**src/rtl/bgr_seq_pkg.sv**
```systemverilog
// bgr_seq_pkg: state encoding, default constants and width helper shared by
// the bandgap startup sequencer.
package bgr_seq_pkg;

    localparam int BGR_N_CH_DEF    = 2;
    localparam int BGR_TRIM_W_DEF  = 5;
    localparam int BGR_PORST_DEF   = 16;
    localparam int BGR_SETTLE_DEF  = 256;
    localparam int BGR_RETRY_DEF   = 2;

    // Mid-code of the default ladder width; the top recomputes it per TRIM_W.
    localparam logic [BGR_TRIM_W_DEF-1:0] BGR_TRIM_MID_DEF = 5'h10;

    // Fixed binary encoding kept stable for tools that decode the state bus.
    localparam logic [2:0] S_IDLE   = 3'd0;
    localparam logic [2:0] S_PORST  = 3'd1;
    localparam logic [2:0] S_SETTLE = 3'd2;
    localparam logic [2:0] S_CHECK  = 3'd3;
    localparam logic [2:0] S_READY  = 3'd4;
    localparam logic [2:0] S_FAULT  = 3'd5;

    typedef enum logic [2:0] {
        ST_IDLE   = S_IDLE,
        ST_PORST  = S_PORST,
        ST_SETTLE = S_SETTLE,
        ST_CHECK  = S_CHECK,
        ST_READY  = S_READY,
        ST_FAULT  = S_FAULT
    } bgr_state_t;

    // Bits needed to hold 0..v, never less than one.
    function automatic int bgr_cw(input int v);
        return (v < 1) ? 1 : $clog2(v + 1);
    endfunction

endpackage

```
**src/rtl/bgr_sync2.sv**
```systemverilog
// bgr_sync2: plain two-flop synchronizer, W bits wide, synchronous reset to 0.
module bgr_sync2 #(
    parameter int W = 1
) (
    input  logic         clk,
    input  logic         rst,
    input  logic [W-1:0] d,
    output logic [W-1:0] q
);

    logic [W-1:0] meta;

    // Two back-to-back flops; only q is safe to use downstream.
    always_ff @(posedge clk) begin
        if (rst) begin
            meta <= '0;
            q    <= '0;
        end else begin
            meta <= d;
            q    <= meta;
        end
    end

endmodule

```
**src/rtl/bgr_startup_seq.sv**
```systemverilog
// bgr_startup_seq: startup pulse, trim, settle and window-check sequencer for
// N_CH bandgap cores, with retry and sticky fault reporting.
// Build option: define BGR_CMP_SYNC_EN to pass cmp_ok through a two-flop
// synchronizer (adds two cycles of comparator-to-decision latency).
module bgr_startup_seq
    import bgr_seq_pkg::*;
#(
    parameter int N_CH          = BGR_N_CH_DEF,
    parameter int TRIM_W        = BGR_TRIM_W_DEF,
    parameter int PORST_CYCLES  = BGR_PORST_DEF,
    parameter int SETTLE_CYCLES = BGR_SETTLE_DEF,
    parameter int MAX_RETRY     = BGR_RETRY_DEF
) (
    input  logic                     clk,
    input  logic                     rst,
    input  logic                     en,
    input  logic                     trim_load,
    input  logic [N_CH*TRIM_W-1:0]   trim_in,
    input  logic [N_CH-1:0]          cmp_ok,
    output logic                     porst,
    output logic [N_CH*TRIM_W-1:0]   trim_sel,
    output logic                     ready,
    output logic                     fault,
    output logic [N_CH-1:0]          fault_mask
);

    localparam int CW = bgr_cw((PORST_CYCLES > SETTLE_CYCLES) ? PORST_CYCLES : SETTLE_CYCLES);
    localparam int RW = bgr_cw(MAX_RETRY);

    localparam logic [CW-1:0]     PORST_LD  = CW'(PORST_CYCLES);
    localparam logic [CW-1:0]     SETTLE_LD = CW'(SETTLE_CYCLES);
    localparam logic [CW-1:0]     CNT_ONE   = CW'(1);
    localparam logic [RW-1:0]     RETRY_MAX = RW'(MAX_RETRY);
    localparam logic [TRIM_W-1:0] TRIM_MID  = TRIM_W'(1) << (TRIM_W - 1);

    bgr_state_t                    state, state_d;
    logic [CW-1:0]                 cnt, cnt_d;
    logic [RW-1:0]                 retry, retry_d;
    logic [N_CH-1:0]               mask_d;
    logic [N_CH-1:0][TRIM_W-1:0]   trim_q, trim_d;
    logic [N_CH-1:0]               cmp_use;
    logic                          all_ok;
    logic                          trim_acc;

`ifdef BGR_CMP_SYNC_EN
    bgr_sync2 #(.W(N_CH)) u_cmp_sync (
        .clk (clk),
        .rst (rst),
        .d   (cmp_ok),
        .q   (cmp_use)
    );
`else
    assign cmp_use = cmp_ok;
`endif

    assign all_ok   = &cmp_use;
    assign trim_acc = trim_load &&
                      (state == ST_IDLE || state == ST_READY || state == ST_FAULT);
    assign trim_sel = trim_q;

    // Next-state, counter, retry and trim decisions; en=0 overrides the FSM.
    always_comb begin
        state_d = state;
        cnt_d   = cnt;
        retry_d = retry;
        mask_d  = fault_mask;
        trim_d  = trim_q;

        if (trim_acc)
            trim_d = trim_in;

        case (state)
            ST_IDLE: begin
                if (en) begin
                    state_d = ST_PORST;
                    cnt_d   = PORST_LD;
                    retry_d = '0;
                end
            end
            ST_PORST: begin
                if (cnt == CNT_ONE) begin
                    state_d = ST_SETTLE;
                    cnt_d   = SETTLE_LD;
                end else begin
                    cnt_d = cnt - CNT_ONE;
                end
            end
            ST_SETTLE: begin
                if (cnt == CNT_ONE) begin
                    state_d = ST_CHECK;
                    cnt_d   = '0;
                end else begin
                    cnt_d = cnt - CNT_ONE;
                end
            end
            ST_CHECK: begin
                if (all_ok) begin
                    state_d = ST_READY;
                    retry_d = '0;
                end else if (retry < RETRY_MAX) begin
                    state_d = ST_PORST;
                    cnt_d   = PORST_LD;
                    retry_d = retry + RW'(1);
                end else begin
                    state_d = ST_FAULT;
                    mask_d  = ~cmp_use;
                end
            end
            ST_READY: begin
                // Health loss wins over a simultaneous retrim: restart fully.
                if (!all_ok) begin
                    state_d = ST_PORST;
                    cnt_d   = PORST_LD;
                end else if (trim_load) begin
                    state_d = ST_SETTLE;
                    cnt_d   = SETTLE_LD;
                end
            end
            ST_FAULT: begin
                state_d = ST_FAULT;
            end
            default: begin
                state_d = ST_IDLE;
                cnt_d   = '0;
            end
        endcase

        if (!en) begin
            state_d = ST_IDLE;
            cnt_d   = '0;
            retry_d = '0;
            mask_d  = '0;
        end
    end

    // State, counters, trim codes and registered output decodes.
    always_ff @(posedge clk) begin
        if (rst) begin
            state      <= ST_IDLE;
            cnt        <= '0;
            retry      <= '0;
            porst      <= 1'b0;
            ready      <= 1'b0;
            fault      <= 1'b0;
            fault_mask <= '0;
            for (int c = 0; c < N_CH; c++)
                trim_q[c] <= TRIM_MID;
        end else begin
            state      <= state_d;
            cnt        <= cnt_d;
            retry      <= retry_d;
            porst      <= (state_d == ST_PORST);
            ready      <= (state_d == ST_READY);
            fault      <= (state_d == ST_FAULT);
            fault_mask <= mask_d;
            trim_q     <= trim_d;
        end
    end

endmodule

```
**config.mk**
```make
export PLATFORM = sky130hd
export DESIGN_NAME = bgr_startup_seq
export DESIGN_NICKNAME = d
export VERILOG_FILES = /design/src/rtl/bgr_seq_pkg.sv /design/src/rtl/bgr_sync2.sv /design/src/rtl/bgr_startup_seq.sv
export SDC_FILE = /design/constraint.sdc
export NUM_CORES = 1
export LEC_CHECK = 0
export BUFFER_PORTS_ARGS = -buffer_cell sky130_fd_sc_hd__buf_2
export CORE_ASPECT_RATIO = 1.2
export CORE_MARGIN = 4
export CORE_UTILIZATION = 25
export DETAILED_ROUTE_END_ITERATION = 8
export GPL_TIMING_DRIVEN = 0
export PLACE_DENSITY = 0.44
export SYNTH_ARGS = -nofsm -noshare
export SYNTH_HDL_FRONTEND = slang
export SYNTH_SLANG_ARGS = --single-unit
```
**constraint.sdc**
```tcl
create_clock -name clk -period 5.09 [get_ports clk]
set_clock_uncertainty 0.15 [all_clocks]
set_input_delay 0.2545 -clock clk [delete_from_list [all_inputs] [get_ports clk]]
set_output_delay 0.2545 -clock clk [all_outputs]
set_load 0.1 [all_outputs]
```
==> Flow_metrics.wiki, run 1 <==
{| class="wikitable"
! Metric !! Value
|-
| Run status || finished clean
|-
| I/O Pins || 31
|-
| I/O Buffers || 29
|-
| Row cnt || 29
|-
| Growth of design area from synthesis to finish || 22.0%
|-
| Clock Sink Count || 29
|-
| Total detailed-routing wirelength || 3.28 mm
|-
| Part of the Yosys area used for sequential elements || 41.2%
|-
| Final hold violation count || 0
|-
| Vias after detailed routing || 1225
|-
| Period Utilization, post-route || 38.7%
|-
| TritonCTS clock tree || built
|-
| Setup repair after global routing missed its margin || no
|-
| Most repeated cell in the gate-level netlist after synthesis || dfxtp_1
|-
| Number of synthesis warnings || 0
|-
| Primary flip-flop cell chosen by synthesis mapping || dfxtp_1
|-
| Inst Count DP || 250
|-
| Core outline area || 0.00537 mm2
|-
| Maximum fanout count along the critical path || 5
|-
| Type of the worst setup path || reg2reg
|-
| Endpoint class of the critical path || flip-flop
|-
| CTS Root Cell || clkbuf_8
|-
| Detail-routed net length per standard cell || roughly 13 um
|-
| Leakage power summed over all cells || about 0.72 nW
|-
| Data arrival time of the worst path || 2.05 ns
|-
| Detail-routed via count per cell || about 4.7
|-
| Syn Nets || around 180
|-
| Distinct cell type count after synthesis || 45
|-
| Cts repair resizes || 0
|-
| Critical Path Max Stage Delay || 0.42 ns
|-
| Global routing met1 resource utilization || 11.6%
|-
| Max-slew violations || 0
|-
| Hold buffer count at CTS || 0
|-
| Starting Density || 26.2%
|-
| Setup TNS || 0 ns
|-
| Multi-input logic area || 762 um2
|-
| Required @ worst endpoint || between 5 and 6 ns
|-
| Worst slew pin tran || 0.502 ns
|-
| Chip Height || 90.2 um
|-
| Filler-free cell count of the finished design || 258
|-
| Net count, final || 213
|-
| Clock network power share || 34.7%
|-
| Power density over the cells || between 300 and 400 mW/mm2
|-
| Top cells by instance count after synthesis || dfxtp_1 (29), nor2_1 (23), a21oi_1 (11), nand2_1 (11), mux2i_1 (9)
|-
| Setup-violating endpoint count in the final report || 0
|-
| Pin count of the biggest net entering global routing || 11
|-
| Reported max-cap violation count || 0
|-
| Number of H-tree levels || 2
|-
| Synthesized netlist cell count || 159
|-
| Via count of the first global-routing pass || 1262
|-
| Global-route wire length before repair || between 5 and 6 mm
|-
| Initial drt markers || 27
|-
| Clock slew seen by the registers of the worst setup and hold paths || about 0.07 ns
|-
| Post-layout minimum cycle time || ~2.0 ns
|-
| Average footprint of a synthesized cell || between 8 and 9 um2
|-
| Part of the total power dissipated in sequential elements || ~45%
|-
| DRC || 0
|-
| Cell types occupying the most area after synthesis || dfxtp_1 (41%), mux2i_1 (6.4%), nor2_1 (6.1%)
|-
| Antenna Cells || 0
|-
| Clock buffers created by TritonCTS || 5
|-
| Met3 routing resource usage after global routing || between 3 and 4%
|-
| Kind of start point of the critical path || flip-flop
|-
| Int Power || between 0.3 and 0.4 mW
|-
| Global routing usage summed across all routing layers || 10.5%
|-
| Number of inserted filler cells in the final layout || 595
|-
| Share of layout cells above drive strength 1 || 26.0%
|-
| Busiest layer in global routing || met2
|-
| Area of the mapped netlist || 0.00141 mm2
|-
| Setup repair bufs after CTS || 0
|-
| Total grt overflow || 0
|-
| First drt pass iteration count || 4
|-
| Highest ir drop seen on vdd || 0.153 mV
|-
| Die Outline Area || approximately 0.0069 mm2
|-
| Proportion of power drawn by combinational gates || 20.2%
|-
| Slowest cell on crit path || dfxtp_1
|-
| Dominant cell type by area after synthesis || dfxtp_1
|-
| Number of flops mapped to enable cells by yosys || 0
|-
| Relative max-transition margin || 66.4%
|-
| Storage element area || 581 um2
|-
| Async set-reset flop share out of synthesis || 0%
|-
| Number of antenna violations at the first check in global routing || 0
|-
| Seq cells post-synth || 29
|-
| Kind of path behind the tightest hold check || in2reg
|-
| Share of Yosys cell area claimed by the top area cell type || 41.2%
|-
| Cell-by-cell trace of the critical path || ha_1 > nor4b_1 > nand2_1 > mux2i_1 > a21oi_1 > and2_1
|-
| Weighted congestion at the end of routability-driven global placement || roughly 0.74
|-
| Detail Placement HPWL || 2.52 mm
|-
| Die W || 76.5 um
|-
| Net Sw Frac || approximately 33%
|-
| Maximum clock frequency || 0.508 GHz
|-
| Clock tree buffer depth || 2
|-
| Net switching power || 0.175 mW
|-
| Antenna violation net count after detailed routing || 0
|-
| Met2 GRT Util || 17.9%
|-
| Clk_lat worst skew || ~0.28 ns
|}
## logic make-up (layout without fill, tap and decap cells)
logic type               after synthesis  in the layout  synth area share, %
AND/OR/NAND/NOR                       72             72                 27.6
AO/OA/AOI/OAI                         29             29                 14.6
flip-flops                            29             29                 41.2
buffers and inverters                 12             49                 4.62
multiplexers                           9              9                 6.40
XOR/XNOR                               6              6                 3.73
adder cells (fa/ha/maj)                2              2                 1.78
## per-layer routing
layer	vias up	part of all wire [%]	routed length, um
met5	-	0	0
met4	0	2.3	74
met3	7	5.1	166
met2	25	48	1570
met1	560	45	1470
li1	633	-	-
## worst max-delay path: cells and delay by family, from the launching register on
family          cells  cell delay [ns]
simple gates        3             0.71
flops               1             0.42
compound gates      1             0.28
fa+ha+maj           1             0.19
mux                 1             0.16
## state kept, by name, indices dropped and copies added, names as in the netlist
register and cells:
cnt 9, fault 1, fault_mask 2, porst 1, ready 1, retry 2, state 3, trim_sel 10
## area by class of cell
type	count	share of cell area, %
buffer	7	2.70
clock buffer	5	4.01
clock inverter	3	1.02
inverter	5	1.09
multi-input combinational	118	44.4
sequential	29	33.8
tap	62	4.52
timing repair buffer	29	8.45
## cell usage in the layout, fill, tap and decap left out, types with 2 or more instances in the layout
cell type / n
a211o_1: 2
a21oi_1: 11
buf_2: 33
buf_6: 2
clkbuf_8: 5
clkinv_2: 2
dfxtp_1: 29
ha_1: 2
inv_1: 4
mux2i_1: 9
nand2_1: 11
nand2b_1: 3
nand3_1: 5
nand3b_1: 2
nor2_1: 23
nor2b_1: 6
nor3_1: 3
nor3b_1: 2
nor4_1: 2
nor4b_1: 2
o21ai_1: 2
o311ai_0: 2
or2_1: 3
or3_1: 2
xnor2_1: 6
## power by group through the flow
stage | Clock (mW) | Sequential [mW] | Combinational [mW]
floorplan | 0 | 0.290 | 0.0447
global placement | 0 | 0.247 | 0.110
detailed placement | 0 | 0.247 | 0.110
CTS | 0.196 | 0.242 | 0.110
global route | 0.205 | 0.243 | 0.118
finish | 0.187 | 0.242 | 0.109
## final timing paths
path / startpoint / end / slack (ns) / cells past startpoint
min: rst / porst / 0.02 / 2
max reg2reg: cnt[0] / ready / 3.12 / 6
min reg2reg: fault_mask[1] / fault_mask[1] / 0.31 / 2
max: cnt[0] / ready / 3.12 / 6
## metrics by stage
stage | hold WS, ns | cell area [um2] | setup slack, ns | power [mW] | utilization (%)
5_1_grt | 0.0190 | 1720 | 2.96 | 0.567 | 32.0
3_3_place_gp | 0.292 | 1630 | 3.07 | 0.357 | 30.4
6_report | 0.0186 | 1720 | 3.12 | 0.538 | 32.0
4_1_cts | 0.00972 | 1720 | 3.09 | 0.548 | 32.0
2_1_floorplan | 0.222 | 1410 | 3.39 | 0.334 | -
3_5_place_dp | 0.298 | 1630 | 3.10 | 0.357 | 30.4
No activity file was read; power rests on OpenSTA's default activity.
==> inputs of run 2 (changes only) <==
==> constraint.sdc (replaced) <==
create_clock -name clk -period 1.95 [get_ports clk]
set_clock_uncertainty 0.15 [all_clocks]
set_input_delay 0.0975 -clock clk [delete_from_list [all_inputs] [get_ports clk]]
set_output_delay 0.0975 -clock clk [all_outputs]
set_load 0.1 [all_outputs]
==> run 2 against run 1 <==
  * Global-route usage is 0.33 points higher
  * Clock power rose to 2.6 times the previous value
  * Cell area grew 7.4%
  * First-iteration DRC count decreased by 11%
  * Sequential share of layout area is 2.3 points lower
  * Flip-flop and latch count unchanged
  * Utilization grew 2.4 points
  * Die area unchanged
==> Flow_metrics.wiki, run 2 (synthesis gave the netlist of run 1 again) <==
{| class="wikitable"
! Metric !! Value
|-
| Net Sw Frac || between 30% and 40%
|-
| Die Outline Area || between 0.006 and 0.007 mm2
|-
| Multi-input logic area || between 700 and 800 um2
|-
| Growth of design area from synthesis to finish || 31.0%
|-
| Data arrival time of the worst path || 1.95 ns
|-
| Maximum clock frequency || 0.526 GHz
|-
| Number of buffer and inverter stages on the critical path || 3
|-
| Total grt overflow || 0
|-
| Proportion of power drawn by combinational gates || 21.3%
|-
| Number of H-tree levels || 2
|-
| Detail-routed net length per standard cell || 12.5 um
|-
| Clock network power share || about a third
|-
| Global routing usage summed across all routing layers || 10.9%
|-
| Highest ir drop seen on vdd || between 0.3 and 0.4 mV
|-
| Dpl ws || -0.0424 ns
|-
| Period Utilization, post-route || 97.6%
|-
| Starting Density || roughly a quarter
|-
| Part of the total power dissipated in sequential elements || 44.5%
|-
| Max FFs per register || 10
|-
| CTS Root Cell || clkbuf_8
|-
| Hold-critical path depth || 3
|-
| Endpoint class of the critical path || flip-flop
|-
| Critical Path Max Stage Delay || 0.55 ns
|-
| Clk_lat worst skew || ~0.29 ns
|-
| Antenna Cells || 0
|-
| Kind of path behind the tightest hold check || in2reg
|-
| Initial drt markers || 24
|-
| Slowest cell on crit path || dlygate4sd3_1
|-
| Highest-count cells in the layout ignoring fill and taps || buf_2 (33), dfxtp_1 (29), nor2_1 (22)
|-
| Detail-routed via count per cell || 4.68
|-
| Core outline area || about 0.0054 mm2
|-
| Most common cell after layout, fill and taps aside || buf_2
|-
| Vias after detailed routing || 1258
|-
| Setup repair after global routing missed its margin || no
|-
| DRC || 0
|-
| Cell-by-cell trace of the critical path || dlygate4sd3_1 > buf_6 > nand2b_4 > buf_6 > or4_4 > and3_4 > a311oi_2
|-
| Kind of start point of the critical path || input pin
|-
| Net switching power || 0.461 mW
|-
| Total detailed-routing wirelength || about 3.4 mm
|-
| Reported max-cap violation count || 0
|-
| Weighted congestion at the end of routability-driven global placement || 0.744
|-
| Type of the worst setup path || in2reg
|-
| Clock buffers created by TritonCTS || 5
|-
| Int Power || 0.961 mW
|-
| Cell family with most CP delay || simple AND/OR/NAND/NOR gates
|-
| Worst setup slack after layout || 0.0473 ns
|-
| WP depth || 7
|-
| I/O Pins || 31
|-
| I/O Buffers || 29
|-
| Max-slew violations || 0
|-
| Die W || 76.5 um
|-
| Worst slew pin tran || 0.491 ns
|-
| Antenna violation net count after detailed routing || 0
|-
| First drt pass iteration count || 3
|-
| Final hold violation count || 0
|-
| Fin Hold WS || between 0.03 and 0.04 ns
|-
| Power density over the cells || 771 mW/mm2
|-
| Global-route wire length before repair || 6.07 mm
|-
| Clock Sink Count || 29
|-
| Via count of the first global-routing pass || between 1000 and 1500
|-
| Share of layout cells above drive strength 1 || 26.1%
|-
| Leakage power summed over all cells || slightly below 0.8 nW
|-
| Run status || finished clean
|-
| Clock slew seen by the registers of the worst setup and hold paths || about 0.07 ns
|-
| Post-layout minimum cycle time || 1.90 ns
|-
| Chip Height || between 90 and 100 um
|-
| Setup repair bufs after CTS || 0
|-
| Required @ worst endpoint || 2.00 ns
|-
| Pin count of the biggest net entering global routing || 11
|-
| Number of inserted filler cells in the final layout || ~580
|-
| Setup-violating endpoint count in the final report || 0
|-
| Storage element area || 581 um2
|-
| Number of antenna violations at the first check in global routing || 0
|-
| TritonCTS clock tree || built
|-
| Detail Placement HPWL || 2.52 mm
|-
| Most common cell type on the critical path || buf_6
|-
| Depth of the worst register-to-register path || 6
|-
| Row cnt || 29
|-
| Clock tree buffer depth || 2
|-
| Maximum fanout count along the critical path || 8
|-
| Relative max-transition margin || 67.5%
|-
| Net count, final || between 200 and 250
|}
==> run 2: changes by cell type in the layout (fill, tap and decap cells not counted), sizes merged <==
cell / delta
dlygate4sd3: +11
==> run 2: power by group through the flow <==
stage	Sequential (mW)	Combinational, mW	Clock, mW
3_5_place_dp	0.644	0.287	0
6_report	0.632	0.303	0.487
4_1_cts	0.632	0.306	0.511
3_3_place_gp	0.645	0.288	0
5_1_grt	0.636	0.329	0.536
2_1_floorplan	0.756	0.117	0
==> run 2: area by class of cell <==
type	count	share of cell area, %
multi-input cells	118	42.3
flip-flops and latches	29	31.5
repair buffers	40	13.8
well taps	62	4.21
clock buffers	5	3.73
plain buffers	7	2.51
inverters	5	1.02
clock inverters	3	0.950
==> run 2: path summary, 6_finish.rpt <==
check / start / slack [ns] / end
worst min-delay path: en / 0.03 / state[0]
worst max-delay path: rst / 0.05 / cnt[8]
worst max register to register: state[2] / 0.11 / cnt[4]
worst min register to register: fault_mask[1] / 0.30 / fault_mask[1]
==> run 2: through the flow <==
step                      instances  TNS [ns]  instance area, um2  util [%]  total power [mW]
after global routing            269         0                1840      34.3              1.50
final                           269         0                1840      34.3              1.42
after detailed placement        250    -0.114                1630      30.4             0.931
after CTS                       269         0                1830      34.1              1.45
after floorplan                 159         0                1410         -             0.873
after global placement          250    -0.210                1630      30.4             0.933
==> run 2: worst min-delay path: cells and delay by family <==
kind | cells | cell delay (ns)
AO/OA/AOI/OAI | 1 | 0.10
buffers and inverters | 1 | 0.15
AND/OR/NAND/NOR | 1 | 0.08
==> run 2: routing by layer <==
metal  track usage [%]  share of wire [%]
met5                 0                  0
met4              5.44                2.2
met3              3.60                4.2
met2              18.8                 48
met1              11.8                 45
==> run 2: what timing repair did <==
item,in CTS,in global routing
setup endpoints to repair,4,12
hold buffers,11,0
gates resized for setup,1,3
hold endpoints to repair,12,0
==> inputs of run 3 (changes only) <==
--- a/config.mk
+++ b/config.mk
@@ -5,7 +5,7 @@
 export SDC_FILE = /design/constraint.sdc
 export NUM_CORES = 1
 export LEC_CHECK = 0
-export BUFFER_PORTS_ARGS = -buffer_cell sky130_fd_sc_hd__buf_2
+export BUFFER_PORTS_ARGS = -buffer_cell sky130_fd_sc_hd__clkbuf_2
 export CORE_ASPECT_RATIO = 1.2
 export CORE_MARGIN = 4
 export CORE_UTILIZATION = 25
==> constraint.sdc (replaced) <==
create_clock -name clk -period 1.95 [get_ports clk]
set_clock_uncertainty 0.15 [all_clocks]
set_input_delay 0.2925 -clock clk [delete_from_list [all_inputs] [get_ports clk]]
set_output_delay 0.2925 -clock clk [all_outputs]
set_load 0.1 [all_outputs]
==> run 3 against run 2 <==
  * Cell count fell by 4.1%
  * Critical path depth fell by 1
  * Cell area fell by 6.2%
  * Register-to-register slack barely moved
  * Power fell by 1.2%
  * Combinational power fell by 6%
  * Global-route usage fell by 0.58 points
  * First-iteration DRC count rose by 110%
  * Die area did not move
  * Flip-flop and latch count did not move
  * Non-clock buffer count fell by 11
  * Critical endpoint is now cnt[4]
  * Largest cell class unchanged
  * Largest power group unchanged
  * Highest routed layer unchanged
==> Flow_metrics.wiki, run 3 (synthesis gave the netlist of run 1 again) <==
{| class="wikitable"
! Metric !! Value
|-
| Relative max-transition margin || 63.7%
|-
| Starting Density || between 20% and 30%
|-
| I/O Buffers || 29
|-
| Kind of path behind the tightest hold check || in2reg
|-
| Cts repair resizes || 1
|-
| DRC || 0
|-
| Total grt overflow || 0
|-
| Maximum fanout count along the critical path || 10
|-
| Antenna Cells || 0
|-
| Die W || 76.5 um
|-
| Register-to-register path setup slack || about 0.11 ns
|-
| Highest ir drop seen on vdd || 0.467 mV
|-
| Fin Hold WS || between 0.06 and 0.07 ns
|-
| Chip Height || 90.2 um
|-
| Total length of routed met3 wires || 175 um
|-
| Pin count of the biggest net entering global routing || 11
|-
| Final hold violation count || 0
|-
| Sum of met2 wire segment lengths after detailed routing || about 1.6 mm
|-
| Net count, final || 213
|-
| Global-route wire length before repair || 5.73 mm
|-
| Clock Sink Count || 29
|-
| Type of the worst setup path || reg2reg
|-
| Clock buffers created by TritonCTS || 5
|-
| CTS Root Cell || clkbuf_8
|-
| Top Layer Used || met4
|-
| Core outline area || 0.00537 mm2
|-
| I/O Pins || 31
|-
| Clock tree buffer depth || 2
|-
| Global routing usage summed across all routing layers || 10.3%
|-
| Hold buffer count at CTS || 0
|-
| TritonCTS clock tree || built
|-
| Setup repair bufs after CTS || 0
|-
| Post-layout minimum cycle time || 1.84 ns
|-
| Number of H-tree levels || 2
|-
| Max FFs per register || 10
|-
| RR Endpoint || cnt[4]
|-
| Number of inserted filler cells in the final layout || 575
|-
| Required @ worst endpoint || 1.97 ns
|-
| Share of layout cells above drive strength 1 || 27.0%
|-
| Weighted congestion at the end of routability-driven global placement || 0.742
|-
| Max-slew violations || 0
|-
| Total detailed-routing wirelength || roughly 3.3 mm
|-
| Hold-critical path depth || 2
|-
| Detail-routed via count per cell || 4.73
|-
| Clock slew seen by the registers of the worst setup and hold paths || 0.07 ns
|-
| Detail-routed net length per standard cell || roughly 13 um
|-
| Period Utilization, post-route || 94.5%
|-
| Number of antenna violations at the first check in global routing || 0
|-
| Maximum clock frequency || 0.543 GHz
|-
| Endpoint class of the critical path || flip-flop
|-
| Die Outline Area || ~0.007 mm2
|-
| Growth of design area from synthesis to finish || 22.9%
|-
| Dpl ws || -0.0577 ns
|-
| Row cnt || 29
|-
| Vias after detailed routing || 1220
|-
| Highest-count cells in the layout ignoring fill and taps || dfxtp_1 (29), clkbuf_2 (29), nor2_1 (22)
|-
| First drt pass iteration count || 4
|-
| Reported max-cap violation count || 0
|-
| Clk_lat worst skew || 0.28 ns
|-
| Setup-violating endpoint count in the final report || 0
|-
| Post-layout util || approximately 32%
|-
| Via count of the first global-routing pass || 1266
|-
| Power density over the cells || 812 mW/mm2
|-
| Inst Count DP || 250
|-
| Run status || finished clean
|-
| Reg-to-reg startpoint || state[2]
|-
| Origin of the worst min-delay path || rst
|-
| Worst setup slack after layout || approximately 0.11 ns
|-
| Initial drt markers || 51
|-
| Worst slew pin tran || 0.547 ns
|-
| Routed length on met1 || about 1.5 mm
|-
| Depth of the worst register-to-register path || 6
|-
| Setup repair after global routing missed its margin || no
|-
| Leakage power summed over all cells || 0.723 nW
|-
| Setup TNS || 0 ns
|-
| Detail Placement HPWL || 2.52 mm
|-
| Antenna violation net count after detailed routing || 0
|-
| Hold worst-path end || porst
|-
| Data arrival time of the worst path || 1.86 ns
|-
| Kind of start point of the critical path || flip-flop
|-
| Filler-free cell count of the finished design || 258
|}
[run 3: worst max path at each step]
stage	from	endpoint	slack (ns)	cells after the start
3_3_place_gp	cnt[0]	ready	-0.06	6
2_1_floorplan	rst	cnt[8]	0.21	6
6_report	state[2]	cnt[4]	0.11	6
3_5_place_dp	cnt[0]	ready	-0.06	6
5_1_grt	cnt[0]	ready	0.00003	6
4_1_cts	cnt[0]	ready	0.05	6
[run 3: final cells by class]
type	count	area, um2	share of cell area [%]
inverter	5	18.8	1.08
sequential	29	581	33.6
timing repair buffer	29	145	8.39
clock buffer	5	68.8	3.98
clock inverter	3	17.5	1.01
tap	62	77.6	4.48
multi-input combinational	118	776	44.8
buffer	7	46.3	2.68
[run 3: metal layers]
layer / global-route usage, % / vias up
li1: - / 629
met1: 11.2 / 559
met2: 17.8 / 25
met3: 3.40 / 7
met4: 4.98 / 0
met5: 0 / -
[run 3: critical path, cell delays in order, from the launching register on]
cell and delay, ns:
dfxtp_1 0.33, buf_2 0.21, nand3b_1 0.22, nor2_4 0.08, or2_1 0.28, a31o_1 0.21
a32o_1 0.25
[run 3: power breakdown]
part / total, mW / internal [mW] / switching [mW] / leakage, nW
Clock: 0.487 / 0.246 / 0.241 / 0.0439
Combinational: 0.285 / 0.0839 / 0.201 / 0.443
Sequential: 0.633 / 0.616 / 0.0163 / 0.237
[run 3: stage by stage]
step	area, um2	power (mW)
final	1730	1.40
after global routing	1730	1.47
after CTS	1720	1.43
after detailed placement	1630	0.931
after global placement	1630	0.933
after floorplan	1410	0.873
